<file path="src/rtl/fpu_result_capture.sv">
`default_nettype none
// ============================================================================
// Module   : fpu_result_capture
// Purpose  : Collects the ready-qualified result stream of the pipelined FP
//            add/sub unit, tags each result with its issue-order sequence
//            number and buffers it in a first-word-fall-through FIFO that a
//            downstream consumer drains through a valid/ack handshake.
// Ports    : clk, rst (sync, active-low)
//            start, cfg_count             - run control
//            ready, final_result_ieee,
//            overflow_flag, underflow_flag,
//            zero_flag                    - FPU result stream
//            out_valid, out_data, out_flags,
//            out_tag, out_ack             - consumer handshake
//            busy, done, captured_cnt,
//            dropped_cnt, lost            - status
// Revision : 1.0 - initial release
// ============================================================================
module fpu_result_capture #(
  parameter int W     = 32,
  parameter int DEPTH = 16,
  parameter int CW    = 16
) (
  input  logic          clk,
  input  logic          rst,
  input  logic          start,
  input  logic [CW-1:0] cfg_count,
  input  logic          ready,
  input  logic [W-1:0]  final_result_ieee,
  input  logic          overflow_flag,
  input  logic          underflow_flag,
  input  logic          zero_flag,
  output logic          out_valid,
  output logic [W-1:0]  out_data,
  output logic [2:0]    out_flags,
  output logic [CW-1:0] out_tag,
  input  logic          out_ack,
  output logic          busy,
  output logic          done,
  output logic [CW-1:0] captured_cnt,
  output logic [CW-1:0] dropped_cnt,
  output logic          lost
);

  localparam int AW = $clog2(DEPTH);
  localparam int EW = CW + 3 + W;

  typedef enum logic [1:0] {
    S_IDLE  = 2'd0,
    S_RUN   = 2'd1,
    S_DRAIN = 2'd2,
    S_DONE  = 2'd3
  } state_t;

  state_t        state_q, state_d;
  logic [CW-1:0] cfg_q;
  logic [CW-1:0] rcv_cnt;     // unsaturated; doubles as the sequence number
  logic [AW:0]   wr_ptr, rd_ptr;
  logic [EW-1:0] mem [DEPTH];
  logic [EW-1:0] head;

  logic empty, full, pop, start_ok, rcv, push, drop, last, empty_next;

  assign empty = (wr_ptr == rd_ptr);
  assign full  = (wr_ptr[AW] != rd_ptr[AW]) && (wr_ptr[AW-1:0] == rd_ptr[AW-1:0]);
  assign pop   = !empty && out_ack;

  assign start_ok = start && ((state_q == S_IDLE) || (state_q == S_DONE));
  assign rcv      = (state_q == S_RUN) && ready;
  // A pop in the same cycle frees the slot, so a full FIFO can still accept.
  assign push     = rcv && (!full || pop);
  assign drop     = rcv && !push;
  assign last     = (rcv_cnt == cfg_q - CW'(1));

  // Only pops occur in DRAIN, so the FIFO empties when the last entry leaves.
  assign empty_next = empty || (pop && ((rd_ptr + (AW+1)'(1)) == wr_ptr));

  // --------------------------------------------------------------------------
  // Control FSM
  // --------------------------------------------------------------------------
  always_ff @(posedge clk) begin
    if (!rst) state_q <= S_IDLE;
    else      state_q <= state_d;
  end

  always_comb begin
    state_d = state_q;
    case (state_q)
      S_IDLE, S_DONE: begin
        if (start) state_d = (cfg_count == '0) ? S_DONE : S_RUN;
      end
      S_RUN: begin
        if (rcv && last) state_d = S_DRAIN;
      end
      S_DRAIN: begin
        if (empty_next) state_d = S_DONE;
      end
      default: state_d = S_IDLE;
    endcase
  end

  // --------------------------------------------------------------------------
  // Counters, pointers and status
  // --------------------------------------------------------------------------
  always_ff @(posedge clk) begin
    if (!rst) begin
      cfg_q        <= '0;
      rcv_cnt      <= '0;
      captured_cnt <= '0;
      dropped_cnt  <= '0;
      lost         <= 1'b0;
      wr_ptr       <= '0;
      rd_ptr       <= '0;
    end else begin
      if (start_ok) begin
        // The FIFO is deliberately left intact across runs.
        cfg_q        <= cfg_count;
        rcv_cnt      <= '0;
        captured_cnt <= '0;
        dropped_cnt  <= '0;
        lost         <= 1'b0;
      end else begin
        if (rcv)  rcv_cnt <= rcv_cnt + CW'(1);
        if (push) captured_cnt <= captured_cnt + CW'(1);
        if (drop) begin
          lost <= 1'b1;
          if (dropped_cnt != '1) dropped_cnt <= dropped_cnt + CW'(1);
        end
      end
      if (push) wr_ptr <= wr_ptr + (AW+1)'(1);
      if (pop)  rd_ptr <= rd_ptr + (AW+1)'(1);
    end
  end

  // Storage carries no reset; the empty flag masks stale contents.
  always_ff @(posedge clk) begin
    if (push)
      mem[wr_ptr[AW-1:0]] <= {rcv_cnt, overflow_flag, underflow_flag, zero_flag,
                              final_result_ieee};
  end

  // --------------------------------------------------------------------------
  // Outputs: head is read combinationally for zero-bubble fall-through and is
  // forced to zero while empty so idle outputs read as zero.
  // --------------------------------------------------------------------------
  assign head      = mem[rd_ptr[AW-1:0]];
  assign out_valid = !empty;
  assign out_data  = out_valid ? head[W-1:0]       : '0;
  assign out_flags = out_valid ? head[W+2:W]       : '0;
  assign out_tag   = out_valid ? head[EW-1:W+3]    : '0;

  assign busy = (state_q == S_RUN) || (state_q == S_DRAIN);
  assign done = (state_q == S_DONE);

endmodule
`default_nettype wire

</file>
<file path="config.mk">
export PLATFORM = sky130hd
export DESIGN_NAME = fpu_result_capture
export DESIGN_NICKNAME = d
export VERILOG_FILES = /design/src/rtl/fpu_result_capture.sv
export SDC_FILE = /design/constraint.sdc
export NUM_CORES = 1
export LEC_CHECK = 0
export BUFFER_PORTS_ARGS = -buffer_cell sky130_fd_sc_hd__buf_2
export CAP_MARGIN = 20
export CORE_MARGIN = 2
export CORE_UTILIZATION = 66
export CTS_CLUSTER_DIAMETER = 60
export DETAILED_ROUTE_END_ITERATION = 12
export GPL_TIMING_DRIVEN = 0
export HOLD_SLACK_MARGIN = 0.03
export PLACE_DENSITY = 0.81
export SKIP_CTS_REPAIR_TIMING = 1
export SYNTH_ARGS = -nofsm -noshare
export SYNTH_HDL_FRONTEND = slang
export SYNTH_SLANG_ARGS = --single-unit
</file>
<file path="constraint.sdc">
create_clock -name clk -period 11.15 [get_ports clk]
set_input_delay 1.115 -clock clk [delete_from_list [all_inputs] [get_ports clk]]
set_output_delay 1.115 -clock clk [all_outputs]
set_load 0.02 [all_outputs]
</file>
# Word level (Yosys, flattened, before mapping)

Memory sizes are Yosys's and may differ from the RTL's. A register that Yosys moved wholly into a read port is not among the register bits.
Cells that the tools add are included.

Register bits after elaboration: 77
RAM bits: 816
Input port bits: 56
Output and inout bits: 87
Word-level logic and storage cells: 61
Memories kept: 1

Add/subtract/negate cells: 6
Equal/unequal tests: 12
Mux-type cells: 12
Bitwise operators: 1
Reductions and logical operators: 21

Memories:

| name | words | width | read ports | clocked after memory_dff | write ports | line | source |
|---|---|---|---|---|---|---|---|
| mem  | 16    | 51    | 1          | 1                        | 1           | 59   | `logic [EW-1:0] mem [DEPTH];` |

Operators by type and width:

| cell                                                                 | count |
|---|---|
| 16-bit by 1-bit adder with 16-bit output, second input constant      | 3 |
| 32-bit 2-to-1 mux                                                    | 1 |
| 16-bit == test                                                       | 1 |
| 16-bit zero test                                                     | 1 |
| 16-bit 2-to-1 mux                                                    | 1 |
| 16-bit inequality test, second input constant                        | 1 |
| 16-bit by 1-bit subtractor with 16-bit output, second input constant | 1 |
| 5-bit by 1-bit adder with 5-bit output, second input constant        | 2 |
| 5-bit == test                                                        | 2 |
| 1-bit logical AND                                                    | 8 |
| 2-bit 2-to-1 mux                                                     | 4 |
| 4-bit 2-to-1 mux                                                     | 2 |
| 2-bit one-hot mux with 3 select lines                                | 1 |
| 2-bit == test, second input constant                                 | 2 |
| 4-bit == test                                                        | 1 |
| 1-bit logical OR                                                     | 4 |
| 2-bit inequality test, second input constant                         | 2 |
| 2-bit OR reduction                                                   | 2 |
| 1-bit zero test                                                      | 3 |
| 3-bit 2-to-1 mux                                                     | 1 |
| 3-bit AND reduction                                                  | 1 |
| 2-bit by 1-bit == test with 1-bit output, second input constant      | 1 |
| 2-bit zero test                                                      | 1 |
| 1-bit 2-to-1 mux                                                     | 2 |
| other kinds (4)                                                      | 4 |

# Longest topological paths before layout

Gate-level depths: netlist (run 1).

Depth in word-level cells: 8
Depth in mapped cells: 10
Mapped depth without buffers: 9

# Least setup slack after synthesis (run 1)

No wires, ideal clock.

Kind: input to register
Start point: input out_ack
End point: memory mem[0][0] in the netlist's numbering, enable pin
Setup time: 523 ps
Arrival time: 5245 ps
Data required time: 10627 ps
Path slack: 5382 ps
Stages on the path: 5
Path through: nor2_1 -> a21oi_2 -> buf_2 -> nand2_1 -> nor3_1

Cells in the longest elaborated chain, start to end: 5

RTL lines:

| what                                   | line | source |
|---|---|---|
| start, declared                        | 37   | `input logic out_ack,` |
| 1-bit logical AND                      | 66   | `assign pop = !empty && out_ack;` |
| 1-bit logical OR                       | 71   | `assign push = rcv && (!full \|\| pop);` |
| 1-bit logical AND                      | 71   |  |
| 1-bit 2-to-1 mux                       | 137  | `if (push)` |
| 1-bit 2-to-1 mux (implied by the code) | 138  | `mem[wr_ptr[AW-1:0]] <= {rcv_cnt, overflow_flag, underflow_flag, zero_flag,` |
| end, declared                          | 59   |  |

Every way passes these cells.

==> metrics.csv, run 1 <==
metric;value;unit
status;finished, final reports clean;
fillers;2616;
data required time of the worst path;10040;ps
TritonRoute pass-1 iters;5;
R2R depth;10;
DR vias;18992;
initial core utilization;66.8;%
syn_area_per_cell;20.7;sq um
Fin Setup TNS;0;ps
synthesis-stage register bit count;897;
fmax;191;MHz
final WL;90400;um
final setup violation count;0;
largest net degree at the start of global routing;25;
hold_sp;lost;
# DRC;0;
RSZ-0062 raised after global routing;false;
die span in y;235;um
Gate Count Post-Synth;1697;
antenna viol nets, final;0;
Horiz. Die Dim;235;um
Clock Sinks;897;
flop-to-flop setup slack;7780;ps
max-slew violations;0;
combinational share of power;19.6;%
Worst Hold Endpoint;lost;
FF/Latch Area;0.0261;sq mm
crit path time final;5220;ps
PwrDens;205;mW/mm^2
CTS clk-pin slew, worst paths;60;ps
H-tree levels;3;
GRT Util Overall;33.5;%
Static Leak;0.0131;uW
crit path buf inv count;4;
Final #Nets;2051;
Yosys cell types;60;
hold path cells;2;
Top FF cell, synth;edfxtp_1;
VDD IR-drop max;0.150;mV
syn nets;1765;
post-detailed-route wirelength per cell;33.0;um
switching power;2210;uW
critical path class;register to output port;
Clk network pwr share;34.8;%
post-DP HPWL;50300;um
Crit Path Max Fanout;10;
CTS tree;yes;
HP Class;register to register;
Area growth syn-to-layout;15.1;%
Slew headroom;28.8;%
Rows;84;
startpoint types;register;
first-pass GRT wire length;133000;um
sequential share of power;45.6;%
post-synthesis instance area;0.0351;sq mm
Crit path top cell by count;clkbuf_1;
core area;0.0526;sq mm
switch share;26.7;%
worst endpoint data arrival time;4110;ps
DR iter-0 viols;2731;
layout cells sized above 1;30.6;%
vias in the first global route;19484;
post-synth top area share;69.8;%
worst reg2reg path startpoint;wr_ptr[3];
Longest Clk Path Bufs;3;
worst slew pin tran;1070;ps
cell internal pwr;6070;uW
Yosys top cell by area;edfxtp_1;
Crit path max-delay family;buffers and inverters;
Crit. End Element;output port;
Max Clock Skew;26.8;ps
Synth Warn #;0;
ranking of synthesized cells by area;edfxtp_1 70%, mux4_2 16%, dfxtp_1 4.6%, and2_1 1.1%, xnor2_1 0.95%;
Slowest cell on crit path;clkbuf_1;
r2r endpoint;mem[2][34];
register area share after synthesis;74.4;%
Root Buffer;clkbuf_16;
gr ovfl total;0;
Clk Latency, worst-skew pair;640;ps
vias per std cell;6.94;
multi-input logic area;0.00870;sq mm
max cap viols;0;
Final Wtd Congestion;0.839;
Port Buf Inserts;142;
number of synthesized flops with an enable pin;816;
Num CTS Buffers;87;
max incr delay on CP;860;ps
io pins;143;
hold slack;460;ps
initial antenna violation count;5;
Fin. Hold Viols;0;
die area;0.0551;sq mm
Async S/R FF share, synth;0;%
final period utilization;46.8;%
worst path cell trace;clkbuf_1 > clkbuf_1 > clkbuf_1 > mux4_2 > mux4_2 > and2_1 > buf_2;
## power by group through the flow
stage / registers, uW / clock network, uW / logic, uW
after floorplan: 3830 / 0 / 1090
after global placement: 3850 / 0 / 1500
after detailed placement: 3840 / 0 / 1570
after CTS: 3770 / 2890 / 1620
after global routing: 3780 / 3010 / 1710
final: 3770 / 2880 / 1620
## worst max path at each step
stage          cells after the start      from         end
2_1_floorplan                      5   out_ack   mem[0][0]
3_3_place_gp                       6     ready  mem[0][12]
3_5_place_dp                       7  register  out_tag[3]
4_1_cts                            7  register  out_tag[3]
5_1_grt                            7  register  out_tag[3]
6_report                           7  register  out_tag[3]
## metrics by stage
stage          total power, uW  utilization, %  area [sq um]  setup WS, ps  cells
2_1_floorplan             4920               -         35100          5380   1697
3_5_place_dp              5410            71.6         37600          6790   2576
6_report                  8270            77.0         40400          5930   2738
3_3_place_gp              5350            69.8         36700           931   2527
5_1_grt                   8490            77.0         40400          5950   2738
4_1_cts                   8280            76.8         40300          5990   2729
## placed cells by master (no fill, tap or decap), types with 4 or more instances in the layout
| master | count |
|---|---|
| clkbuf_16 | 90 |
| edfxtp_1 | 816 |
| buf_16 | 7 |
| and2_1 | 64 |
| dfxtp_1 | 81 |
| clkinv_2 | 9 |
| nand4_1 | 13 |
| mux4_2 | 255 |
| or3_1 | 5 |
| clkinv_1 | 12 |
| nor2_4 | 13 |
| a21boi_0 | 16 |
| buf_8 | 8 |
| buf_2 | 162 |
| ha_1 | 12 |
| nor4_1 | 7 |
| inv_1 | 13 |
| clkinvlp_4 | 4 |
| nor2_1 | 65 |
| and3_1 | 10 |
| clkbuf_1 | 83 |
| nand3_1 | 18 |
| xnor2_1 | 38 |
| buf_12 | 17 |
| buf_6 | 21 |
| bufinv_16 | 6 |
| nand2_1 | 65 |
| o21ai_0 | 6 |
| and4_1 | 6 |
| nor3_1 | 12 |
| xor2_1 | 38 |
| a21oi_1 | 11 |
| nor3_2 | 4 |
| inv_6 | 4 |
## area by class of cell
cell class / count / area share (%)
Clock buffer: 116 / 5.84
Clock inverter: 37 / 0.891
Antenna cell: 3 / 0.0186
Multi-Input combinational cell: 703 / 21.5
Buffer: 84 / 0.910
Timing Repair Buffer: 197 / 3.99
Inverter: 13 / 0.121
Tap cell: 688 / 2.13
Sequential cell: 897 / 64.6
## kinds of logic after synthesis
| group | synth area share [%] |
|---|---|
| muxes | 16.4 |
| buffers and inverters | 1.19 |
| adders and majority gates | 0.427 |
| AOI/OAI and AO/OA | 1.13 |
| DFF | 74.4 |
| xor gates and xnor gates | 1.99 |
| and+or+nand+nor | 4.47 |
## routing by layer
metal | vias to the layer above | track usage, % | share of wire, %
met4 | 2 | 14.0 | 4.0
met1 | 9705 | 45.2 | 35
met3 | 241 | 6.09 | 11
met2 | 1551 | 54.9 | 50
li1 | 7493 | - | -
met5 | - | 0 | 0.012
## synth_stat cells, drive strengths merged, types with 2 or more instances
master and n:
mux2i 2, and2 64, o221ai 2, dfxtp 81
o21ai 7, nand2 65, a21boi 17, o211ai 2
nor4 9, a211oi 2, nor3b 3, nand2b 2
ha 12, inv 13, xnor2 39, or3 5
and3 10, nand3 19, nor2b 3, clkbuf 60
a31oi 3, buf 24, xor2 39, and4 7
nor2 78, mux4 255, nand4 13, nor3 16
a21oi 12, nor4b 2, or4 3, edfxtp 816
## sequential cells by signal, summed over array words and instances, names as in the netlist, 2 cells and up, named ones only
signal,flops
captured_cnt,16
cfg_q,16
dropped_cnt,16
mem,816
rcv_cnt,16
rd_ptr,5
state_q,2
wr_ptr,5
## worst reg2reg max path: cells and delay by family (launching register included)
kind | cells | cell delay, ps
buffers and inverters | 5 | 1220
and+or+nand+nor | 3 | 1150
AOI/OAI and AO/OA | 1 | 270
xor gates and xnor gates | 1 | 100
DFF | 1 | 370
Power figures use the tool's default switching activity.
==> run 2: changes to the inputs <==
- CORE_UTILIZATION: 66 -> 61
- PLACE_DENSITY: 0.81 -> 0.76
- clock period: 11.15 -> 5.2 ns (I/O delays scaled with it)
==> metrics.csv, run 2 (synthesis gave the netlist of run 1 again) <==
metric;value;unit
post-DP HPWL;47900;um
Fin. Hold Viols;0;
critical path class;register to output port;
Crit. End Element;output port;
switch share;25.7;%
max cap viols;0;
Clk network pwr share;37.5;%
max incr delay on CP;910;ps
Final Wtd Congestion;0.788;
Static Leak;0.0134;uW
vias per std cell;6.49;
TritonRoute pass-1 iters;5;
Num CTS Buffers;90;
Horiz. Die Dim;244;um
Clock Sinks;897;
DR iter-0 viols;2422;
Max Clock Skew;30.5;ps
worst path cell trace;clkbuf_1 > clkbuf_1 > clkbuf_1 > mux4_2 > mux4_2 > and2_1 > buf_2;
worst slew pin tran;1140;ps
Clk Latency, worst-skew pair;640;ps
# DRC;0;
final WL;86700;um
initial antenna violation count;6;
commonest non-fill, non-tap cell in the layout;edfxtp_1;
total power;18400;uW
VDD IR-drop max;0.280;mV
worst endpoint data arrival time;4040;ps
GRT Util Overall;29.6;%
Crit path top cell by count;clkbuf_1;
die area;0.0595;sq mm
crit path buf inv count;4;
hold path cells;3;
combinational share of power;18.6;%
Rows;87;
status;finished, final reports clean;
crit path time final;4560;ps
initial core utilization;61.9;%
critical path depth;7;
CTS tree;yes;
max-slew violations;0;
Port Buf Inserts;142;
data required time of the worst path;4680;ps
RSZ-0062 raised after global routing;false;
layout cells sized above 1;31.4;%
cell internal pwr;13700;uW
Finished Core Util;72.3;%
Slowest cell on crit path;clkbuf_1;
Fin Setup TNS;0;ps
switching power;4730;uW
R2R depth;10;
Crit path max-delay family;buffers and inverters;
first-pass GRT wire length;125000;um
commonest cells after routing, fill and taps aside;816 x edfxtp_1, 255 x mux4_2, 162 x buf_2;
Crit Path Max Fanout;10;
die span in y;244;um
Area growth syn-to-layout;16.7;%
antenna viol nets, final;0;
H-tree levels;3;
final setup violation count;0;
Root Buffer;clkbuf_16;
Slew headroom;23.9;%
post-detailed-route wirelength per cell;30.8;um
HP Class;primary input to register;
number of flip-flops in the largest register;816;
DR vias;18279;
io pins;143;
sequential share of power;43.9;%
CTS clk-pin slew, worst paths;60;ps
final period utilization;87.6;%
core area;0.0567;sq mm
fmax;219;MHz
Longest Clk Path Bufs;3;
largest net degree at the start of global routing;24;
startpoint types;register;
Final #Nets;2053;
vias in the first global route;19309;
gr ovfl total;0;
PwrDens;450;mW/mm^2
[run 2: cell types whose count changed in the layout (fill, tap and decap cells not counted), moves of 2 or more]
cell,delta
clkbuf_16,+7
clkinv_4,+3
inv_6,-4
buf_6,-3
clkbuf_1,-12
bufinv_16,+10
clkinv_1,+2
buf_12,+3
clkinv_2,+8
[run 2: layer usage]
layer,vias to the layer above,global-route usage (%),wire [um]
met5,-,0,21
met4,4,10.9,2720
met3,189,6.54,8450
met2,1144,50.1,44600
met1,9439,38.1,30900
li1,7503,-,-
[run 2: area by class of cell]
type | count | area [sq um]
antenna | 2 | 5.00
buffer | 84 | 368
clock buffer | 110 | 2480
clock inverter | 55 | 692
fill | 3201 | 15700
inverter | 13 | 48.8
multi-input combinational | 703 | 8700
sequential | 897 | 26100
tap | 756 | 946
timing repair buffer | 196 | 1620
[run 2: worst register-to-register path: stages, from the launching register on]
cell and delay, ps:
dfxtp_1 310, clkbuf_8 150, xnor2_1 130, and4_2 260, a21oi_2 290, buf_2 300, nand2_1 310, nor3_2 700
buf_6 260, buf_6 190, buf_4 210
[run 2: power groups by stage]
stage          Combinational, uW  Clock (uW)  Sequential, uW
2_1_floorplan               2330           0            8210
3_3_place_gp                3250           0            8240
3_5_place_dp                3380           0            8230
4_1_cts                     3450        6960            8080
5_1_grt                     3640        7220            8100
6_report                    3430        6910            8080
[run 2: final timing paths]
check | startpoint | endpoint | slack, ps
worst min register to register | lost | lost | 450
worst max register to register | rd_ptr[2] | mem[2][6] | 1770
worst min-delay path | cfg_count[7] | cfg_q[7] | 160
worst max-delay path | register | out_tag[6] | 640
[run 2: through the flow]
step                      area [sq um]  hold WS [ps]  std cells  setup slack [ps]
after floorplan                  35100           455       1697              -156
after global placement           36800           440       2595             -4930
after detailed placement         37800           435       2645              1440
after CTS                        40900           135       2810               682
after global routing             41000           165       2816               576
final                            41000           157       2816               642
